<file path="src/rtl/pgm_gfx_ddram_responder.sv">
// pgm_gfx_ddram_responder
// Serves 64-bit graphics-ROM word reads for the PGM video engines from a
// single-line burst buffer. Misses are refilled with one BURST-long read on
// the MiSTer DDRAM Avalon-MM port. Sequential fetches within the buffered
// line complete without touching DDRAM.
module pgm_gfx_ddram_responder #(
    parameter int          BURST     = 4,
    parameter logic [28:0] BASE_ADDR = 29'h0300_0000
) (
    input  logic        clk,
    input  logic        reset,

    // Client side
    input  logic        req_rd,
    input  logic [28:0] req_addr,
    output logic        req_busy,
    output logic [63:0] req_dout,
    output logic        req_dout_ready,

    // Line buffer invalidate (ROM reload)
    input  logic        inv,

    // DDRAM Avalon-MM side
    output logic        mem_rd,
    output logic [28:0] mem_addr,
    output logic [7:0]  mem_burstcnt,
    input  logic        mem_busy,
    input  logic [63:0] mem_dout,
    input  logic        mem_dout_ready
);

    // Number of word-select bits inside one line.
    localparam int WB = $clog2(BURST);
    localparam int TW = 29 - WB;

    typedef enum logic [2:0] {
        S_IDLE,
        S_LOOKUP,
        S_ISSUE,
        S_RECV,
        S_RESP,
        S_HOLD
    } state_t;

    state_t          state;
    logic [28:0]     addr_q;      // client address latched at acceptance
    logic [TW-1:0]   tag;         // line address (upper bits) held in the buffer
    logic            valid;       // buffer contents match tag
    logic            inv_seen;    // invalidate arrived while a fill was in flight
    logic [WB-1:0]   beat;        // next buffer slot to write during a fill
    logic [63:0]     line_buf [BURST];

    logic [TW-1:0]   addr_line;
    logic [WB-1:0]   addr_word;
    logic [28:0]     line_base;
    logic            hit;

    assign addr_line    = addr_q[28:WB];
    assign addr_word    = addr_q[WB-1:0];
    assign line_base    = {addr_line, {WB{1'b0}}};
    // An invalidate in the lookup cycle wins over a matching tag.
    assign hit          = valid && !inv && (tag == addr_line);
    assign mem_burstcnt = 8'(BURST);

    // Request sequencing: accept, look up, refill on miss, respond, hold.
    always_ff @(posedge clk) begin
        if (reset) begin
            state          <= S_IDLE;
            req_busy       <= 1'b0;
            req_dout_ready <= 1'b0;
            req_dout       <= '0;
            mem_rd         <= 1'b0;
            mem_addr       <= '0;
            valid          <= 1'b0;
            inv_seen       <= 1'b0;
            beat           <= '0;
        end else begin
            req_dout_ready <= 1'b0;
            case (state)
                S_IDLE: begin
                    if (inv) begin
                        valid <= 1'b0;
                    end
                    if (req_rd) begin
                        addr_q   <= req_addr;
                        req_busy <= 1'b1;
                        state    <= S_LOOKUP;
                    end
                end

                S_LOOKUP: begin
                    if (inv) begin
                        valid <= 1'b0;
                    end
                    if (hit) begin
                        state <= S_RESP;
                    end else begin
                        mem_rd   <= 1'b1;
                        mem_addr <= BASE_ADDR + line_base;
                        inv_seen <= 1'b0;
                        state    <= S_ISSUE;
                    end
                end

                S_ISSUE: begin
                    if (inv) begin
                        inv_seen <= 1'b1;
                    end
                    // Address and read stay put until waitrequest drops.
                    if (!mem_busy) begin
                        mem_rd <= 1'b0;
                        beat   <= '0;
                        valid  <= 1'b0;
                        state  <= S_RECV;
                    end
                end

                S_RECV: begin
                    if (inv) begin
                        inv_seen <= 1'b1;
                    end
                    if (mem_dout_ready) begin
                        beat <= beat + 1'b1;
                        if (beat == WB'(BURST - 1)) begin
                            tag   <= addr_line;
                            valid <= !(inv_seen || inv);
                            state <= S_RESP;
                        end
                    end
                end

                S_RESP: begin
                    if (inv) begin
                        valid <= 1'b0;
                    end
                    req_dout       <= line_buf[addr_word];
                    req_dout_ready <= 1'b1;
                    state          <= S_HOLD;
                end

                S_HOLD: begin
                    if (inv) begin
                        valid <= 1'b0;
                    end
                    req_busy <= 1'b0;
                    state    <= S_IDLE;
                end

                default: begin
                    req_busy <= 1'b0;
                    mem_rd   <= 1'b0;
                    state    <= S_IDLE;
                end
            endcase
        end
    end

    // Line buffer fill; beats seen outside a fill are dropped.
    always_ff @(posedge clk) begin
        if (state == S_RECV && mem_dout_ready) begin
            line_buf[beat] <= mem_dout;
        end
    end

endmodule
</file>
<file path="config.mk">
export PLATFORM = sky130hd
export DESIGN_NAME = pgm_gfx_ddram_responder
export DESIGN_NICKNAME = d
export VERILOG_FILES = /design/src/rtl/pgm_gfx_ddram_responder.sv
export SDC_FILE = /design/constraint.sdc
export NUM_CORES = 1
export LEC_CHECK = 0
export BUFFER_PORTS_ARGS = -buffer_cell sky130_fd_sc_hd__buf_2
export CELL_PAD_IN_SITES_DETAIL_PLACEMENT = 0
export CELL_PAD_IN_SITES_GLOBAL_PLACEMENT = 1
export CORE_MARGIN = 3
export CORE_UTILIZATION = 48
export DETAILED_ROUTE_END_ITERATION = 7
export PLACE_DENSITY = 0.86
export SYNTH_ARGS = -nofsm -noshare
export SYNTH_HDL_FRONTEND = slang
export SYNTH_SLANG_ARGS = --single-unit
</file>
<file path="constraint.sdc">
create_clock -name clk -period 4.8 [get_ports clk]
set_input_delay 0.48 -clock clk [delete_from_list [all_inputs] [get_ports clk]]
set_output_delay 0.48 -clock clk [all_outputs]
set_load 0.02 [all_outputs]
</file>
Word-level counts from Yosys, hierarchy flattened
Memories as Yosys holds them, arrays and structs flattened. A register that Yosys moved wholly into a read port is not among the register bits.
Cells that the tools add are included.
{"block": "totals", "ff_bits": 95, "ram_bits": 256, "input_bits": 99, "out_inout_bits": 104, "word_cells": 78, "memories": 1}
{"block": "classes", "n_addsub": 2, "n_eq_ne": 14, "muxes": 24, "bitwise": 4, "reduce_logical": 23}
{"name": "line_buf", "words": 4, "word_bits": 64, "read_ports": 1, "rd_ports_with_merged_regs": 1, "wr": 1, "line_no": "51", "source": "logic [63:0] line_buf [BURST];"}
{"cell": "26-bit by 29-bit adder with 29-bit output (first input constant)", "n": 1}
{"cell": "27-bit == test", "n": 1}
{"cell": "3-bit 2-to-1 mux", "n": 5}
{"cell": "3-bit case mux with 5 select lines", "n": 1}
{"cell": "3-bit AND reduction", "n": 4}
{"cell": "4-bit OR reduction", "n": 3}
{"cell": "1-bit 2-to-1 mux", "n": 11}
{"cell": "2-bit inequality test (second input constant)", "n": 5}
{"cell": "4-bit AND reduction", "n": 2}
{"cell": "3-bit by 2-bit == test with 1-bit output (second input constant)", "n": 2}
{"cell": "3-bit == test (second input constant)", "n": 2}
{"cell": "1-bit case mux with 3 select lines", "n": 2}
{"cell": "5-bit AND reduction", "n": 1}
{"cell": "2-bit 2-to-1 mux", "n": 2}
{"cell": "2-bit by 1-bit inequality test with 1-bit output (second input constant)", "n": 2}
{"cell": "1-bit NOT", "n": 4}
{"cell": "1-bit case mux with 2 select lines", "n": 2}
{"cell": "2-bit case mux with 2 select lines", "n": 1}
{"cell": "2-bit AND reduction", "n": 2}
{"cell": "2-bit nonzero test", "n": 2}
{"cell": "3-bit by 1-bit == test with 1-bit output (second input constant)", "n": 1}
{"cell": "1-bit logical AND", "n": 3}
{"cell": "3-bit logical NOT", "n": 1}
{"cell": "3-bit nonzero test", "n": 1}
{"cell": "other kinds (5)", "n": 6}

Logic depth before layout (Yosys ltp)
{"block": "depth", "ltp_word": 5, "depth_mapped": 7, "depth_no_buf": 6}

Worst setup path before layout
Ideal clock, no wire load.
{"block": "synth_path", "path_type": "register to register", "from": "register state[1]", "to": "register tag[0] (enable)", "setup_time_ns": 0.414, "arrival_ns": 3.865, "path_slack_ns": 0.521, "stages_incl_launch_ff": 6, "path_buffers": 1, "synth_period_minus_slack_ns": 4.279, "path_cell_list": "dfxtp_1 buf_2 nor2b_1 and3_1 and2_1 nor2b_1"}
{"block": "synth_between", "elab_chain_cells": 2}
{"element": "start, declared", "line_no": "45", "source": "state_t state;"}
{"element": "start signal, assigned", "line_no": "68", "source": "state <= S_IDLE;"}
{"element": "start signal, assigned", "line_no": "87", "source": "state <= S_LOOKUP;"}
{"element": "start signal, assigned", "line_no": "96", "source": "state <= S_RESP;"}
{"element": "3-bit by 2-bit == test with 1-bit output", "line_no": "79", "source": "case (state)"}
{"element": "4-bit AND reduction (no source line)"}
{"element": "end signal, assigned", "line_no": "125", "source": "tag <= addr_line;"}
{"element": "end, declared", "line_no": "47", "source": "logic [TW-1:0] tag;"}
Every way passes these cells.
A chain may end at the register's enable or synchronous reset.

Final worst setup path
{"block": "layout_path", "from": "register state[1]", "to": "register tag[21] (enable)"}
Same word-level chain as after synthesis.

==> results.md <==
- Max-slew headroom at the worst pin: 14.6%
- Hold Fails Final Rpt: 0
- Master cell of the clock root buffer: clkbuf_16
- Worst Setup Slack, final: 1950 ps
- Number of warnings reported in the yosys synthesis log: 0
- Pwr Density: 422 nW/um^2
- Net switching fraction of the power: 21.6%
- Multiplexer fraction of the synthesized cell area: 11.2%
- Fin nets: 1219
- Drc violations: 0
- CTS max path bufs: 3
- Slowest stage cell on the critical path: nor2b_2
- Part of the cycle the worst path needs: 59.4%
- Arithmetic-cell share of the synthesized area counting full adders, half adders and majority gates: 0.409%
- Sequential fraction of the synthesis area: 74.4%
- Sum of routed wire length over all layers: 30.4 mm
- Routed wirelength normalized by instance count: 19.6 um
- Type of element capturing the critical path: flop
- Time the final worst path needs with I/O delays and setup: 2850 ps
- Slew of the pin with the lowest slew margin: 1280 ps
- GRT overflow: 0
- Depth of the CTS H-tree: 2
- Register clock-pin slew on the reported worst setup and hold paths: 60 ps
- Weighted congestion reported at the end of routability-driven placement: 0.748
- Distinct cells, synth: 38
- Initial antenna violation count: 10
- Count of boundary I/O pins: 203
- Max rail drop VDD: 0.000325 V
- Combinational family with the most area after synthesis: multiplexers
- Largest incremental delay on the critical path: 990 ps
- First drt pass iteration count: 4
- Number of buffers inserted for hold repair after clock tree synthesis: 0
- Setup violators final: 0
- Class of the worst hold path: in -> reg
- Number of clock buffers inserted by TritonCTS: 43
- Maxcap violations: 0
- Worst clock skew: 13.7 ps
- Pre-CTS setup slack: 1880 ps
- Critical Path Fanout Max: 25
- Critical-path cell list: nor2b_1, and3_1, and2_4, nor2b_2, buf_4
- Effective utilization at floorplan: 49.4%
- Vias in the first global route: 8381
- Vias post-DR: 8265
- Die W: 185 um
- RSZ-0062 raised after global routing: false
- Buffers on Ports: 192
- Final sum of negative setup slack: 0 ps
- Netlist area before placement: 15300 um^2
- Site row count: 64
- Xor and xnor area share after synthesis: 1.72%
- Outcome: finished clean
- Count of antenna-violating nets left after detailed routing: 0
- TritonCTS Sinks: 413
- Power share of the combinational group: 5.3%
- Reported net switching power: 1.64 mW
- Flip-flop and latch count after synthesis: 413
- Worst reg2reg path depth: 5
- Clock share of power: 42.9%
- Synth-to-Final Area Change: 17.6%
- Leakage power: 6.35 nW
- Fraction of the mapped netlist area in compound gates: 2.93%
- Count of routing violations after the opening detailed-route iteration: 419
- Sequential cell fraction of total power: 51.8%
- Global-route wire length before repair: 46.7 mm
- Cell depth of the worst min-delay path: 1
- Share of post-route cells with drive strength above 1: 30.3%
- Later-pin clock latency in the skew report: 540 ps
- Floorplan Core Area: 31000 um^2
- Post-detail-place hpwl: 17.4 mm
- Critical Path AT: 3110 ps
- Top achievable clock speed: 351 MHz
- Internal power consumption: 5.96 mW
- Chip height: 185 um
- Number of standard cells after synthesis: 918
- Detailed-route vias per instance: 5.34
- Final count of pins violating max slew: 0
- Floorplan die area: 34100 um^2
- All-Layer GR Usage: 17.8%
- Critical Path RT: 5060 ps
- CP Launch Type: flop
- Syn avg cell area: 16.7 um^2
- Maximum number of pins on one net before global-route repair: 79
- Post-CTS setup repair buffer count: 0
- Critical setup path kind: reg -> reg
- Fraction of the mapped netlist area in simple logic gates: 7.17%
- TritonCTS clock tree: done
- Resized Gates After CTS: 0
## cells by family after synthesis
logic type / Yosys count
flops: 413
compound gates: 86
simple gates: 227
other cells: 2
xor+xnor: 30
fa+ha+maj: 5
buf+inv: 64
mux: 91
## path summary, 6_finish.rpt
| kind | to | slack [ps] | from |
|---|---|---|---|
| max | tag[21] | 1950 | state[1] |
| min | addr_q[7] | 120 | req_addr[7] |
| max reg2reg | tag[21] | 1950 | state[1] |
| min reg2reg | req_dout[45] | 450 | req_dout[45] |
## Yosys cell counts (all sizes together)
library cell,count,area (um^2)
clkbuf,27,101
nor2b,7,43.8
a2111oi,1,8.76
a21boi,1,7.51
mux2i,22,220
and4,1,8.76
or4,1,7.51
and2,5,31.3
ha,5,62.6
nor4,7,81.3
nor3,2,15.0
nand2b,47,294
or2,1,6.26
nor3b,2,15.0
o32ai,1,8.76
xor2,30,263
o21ai,7,35.0
nand3b,1,7.51
mux2,5,56.3
nand3,4,20.0
mux4,64,1440
nor2,14,52.6
conb,2,7.51
dfxtp,101,2020
a22oi,2,15.0
edfxtp,312,9370
nand4,1,6.26
inv,6,22.5
nand2,132,495
and3,2,12.5
buf,31,199
o211ai,1,7.51
a21oi,73,365
## power by group through the flow
stage / registers, mW / clock network, mW / logic [mW]
global route: 3.95 / 3.47 / 0.442
CTS: 3.94 / 3.33 / 0.409
finish: 3.94 / 3.26 / 0.402
global placement: 4.01 / 0 / 0.399
floorplan: 4.05 / 0 / 0.233
detailed placement: 4.02 / 0 / 0.407
## per-layer routing
layer | GRT usage (%) | part of all wire (%)
met1 | 23.5 | 43
met2 | 28.6 | 46
met4 | 4.48 | 2.1
met3 | 6.14 | 8.6
met5 | 0 | 0.33
## sequential cells by signal, summed over array words and instances (netlist names), 2 cells and up
| signal | count |
|---|---|
| req_dout | 64 |
| mem_addr | 27 |
| state | 3 |
| beat | 2 |
| line_buf | 256 |
| addr_q | 29 |
| tag | 27 |
## through the flow
step / instance area (um^2) / total power, mW / std cells / utilization [%] / hold WS [ps]
floorplan: 15300 / 4.28 / 926 / - / 450
global placement: 16600 / 4.41 / 1466 / 53.6 / 440
detailed placement: 16600 / 4.42 / 1466 / 53.6 / 443
CTS: 18000 / 7.68 / 1545 / 58.1 / 92.3
global route: 18000 / 7.85 / 1546 / 58.1 / 96.6
finish: 18000 / 7.60 / 1548 / 58.1 / 116
## area by class of cell
class | count | area, um^2
repair buffers | 202 | 1040
well taps | 396 | 495
clock inverters | 21 | 221
fillers | 2370 | 13000
flip-flops and latches | 413 | 11400
inverters | 6 | 22.5
diodes | 3 | 7.51
multi-input cells | 449 | 3660
clock buffers | 58 | 1170
## critical path, delay by kind of cell, from the launching register on
kind                   cells  cell delay (ps)
buffers and inverters      1              280
flip-flops                 1              470
AND/OR/NAND/NOR            4             1810
## cells in the final DEF (no fill, tap or decap), drive strengths merged, types with 2 or more instances in the layout
cell type and n:
conb 10, a21oi 73, mux2 5, nor2 14, nand2 132, nor4 7, a22oi 2, nor3b 2
o21ai 7, nor2b 7, inv 9, nor3 2, buf 202, diode 3, mux2i 22, and3 2
xor2 30, and2 5, clkbuf 58, dfxtp 101, bufinv 3, edfxtp 312, mux4 64, nand3 4
clkinv 12, clkinvlp 3, nand2b 47, ha 5
(Power assumes the default switching activity.)
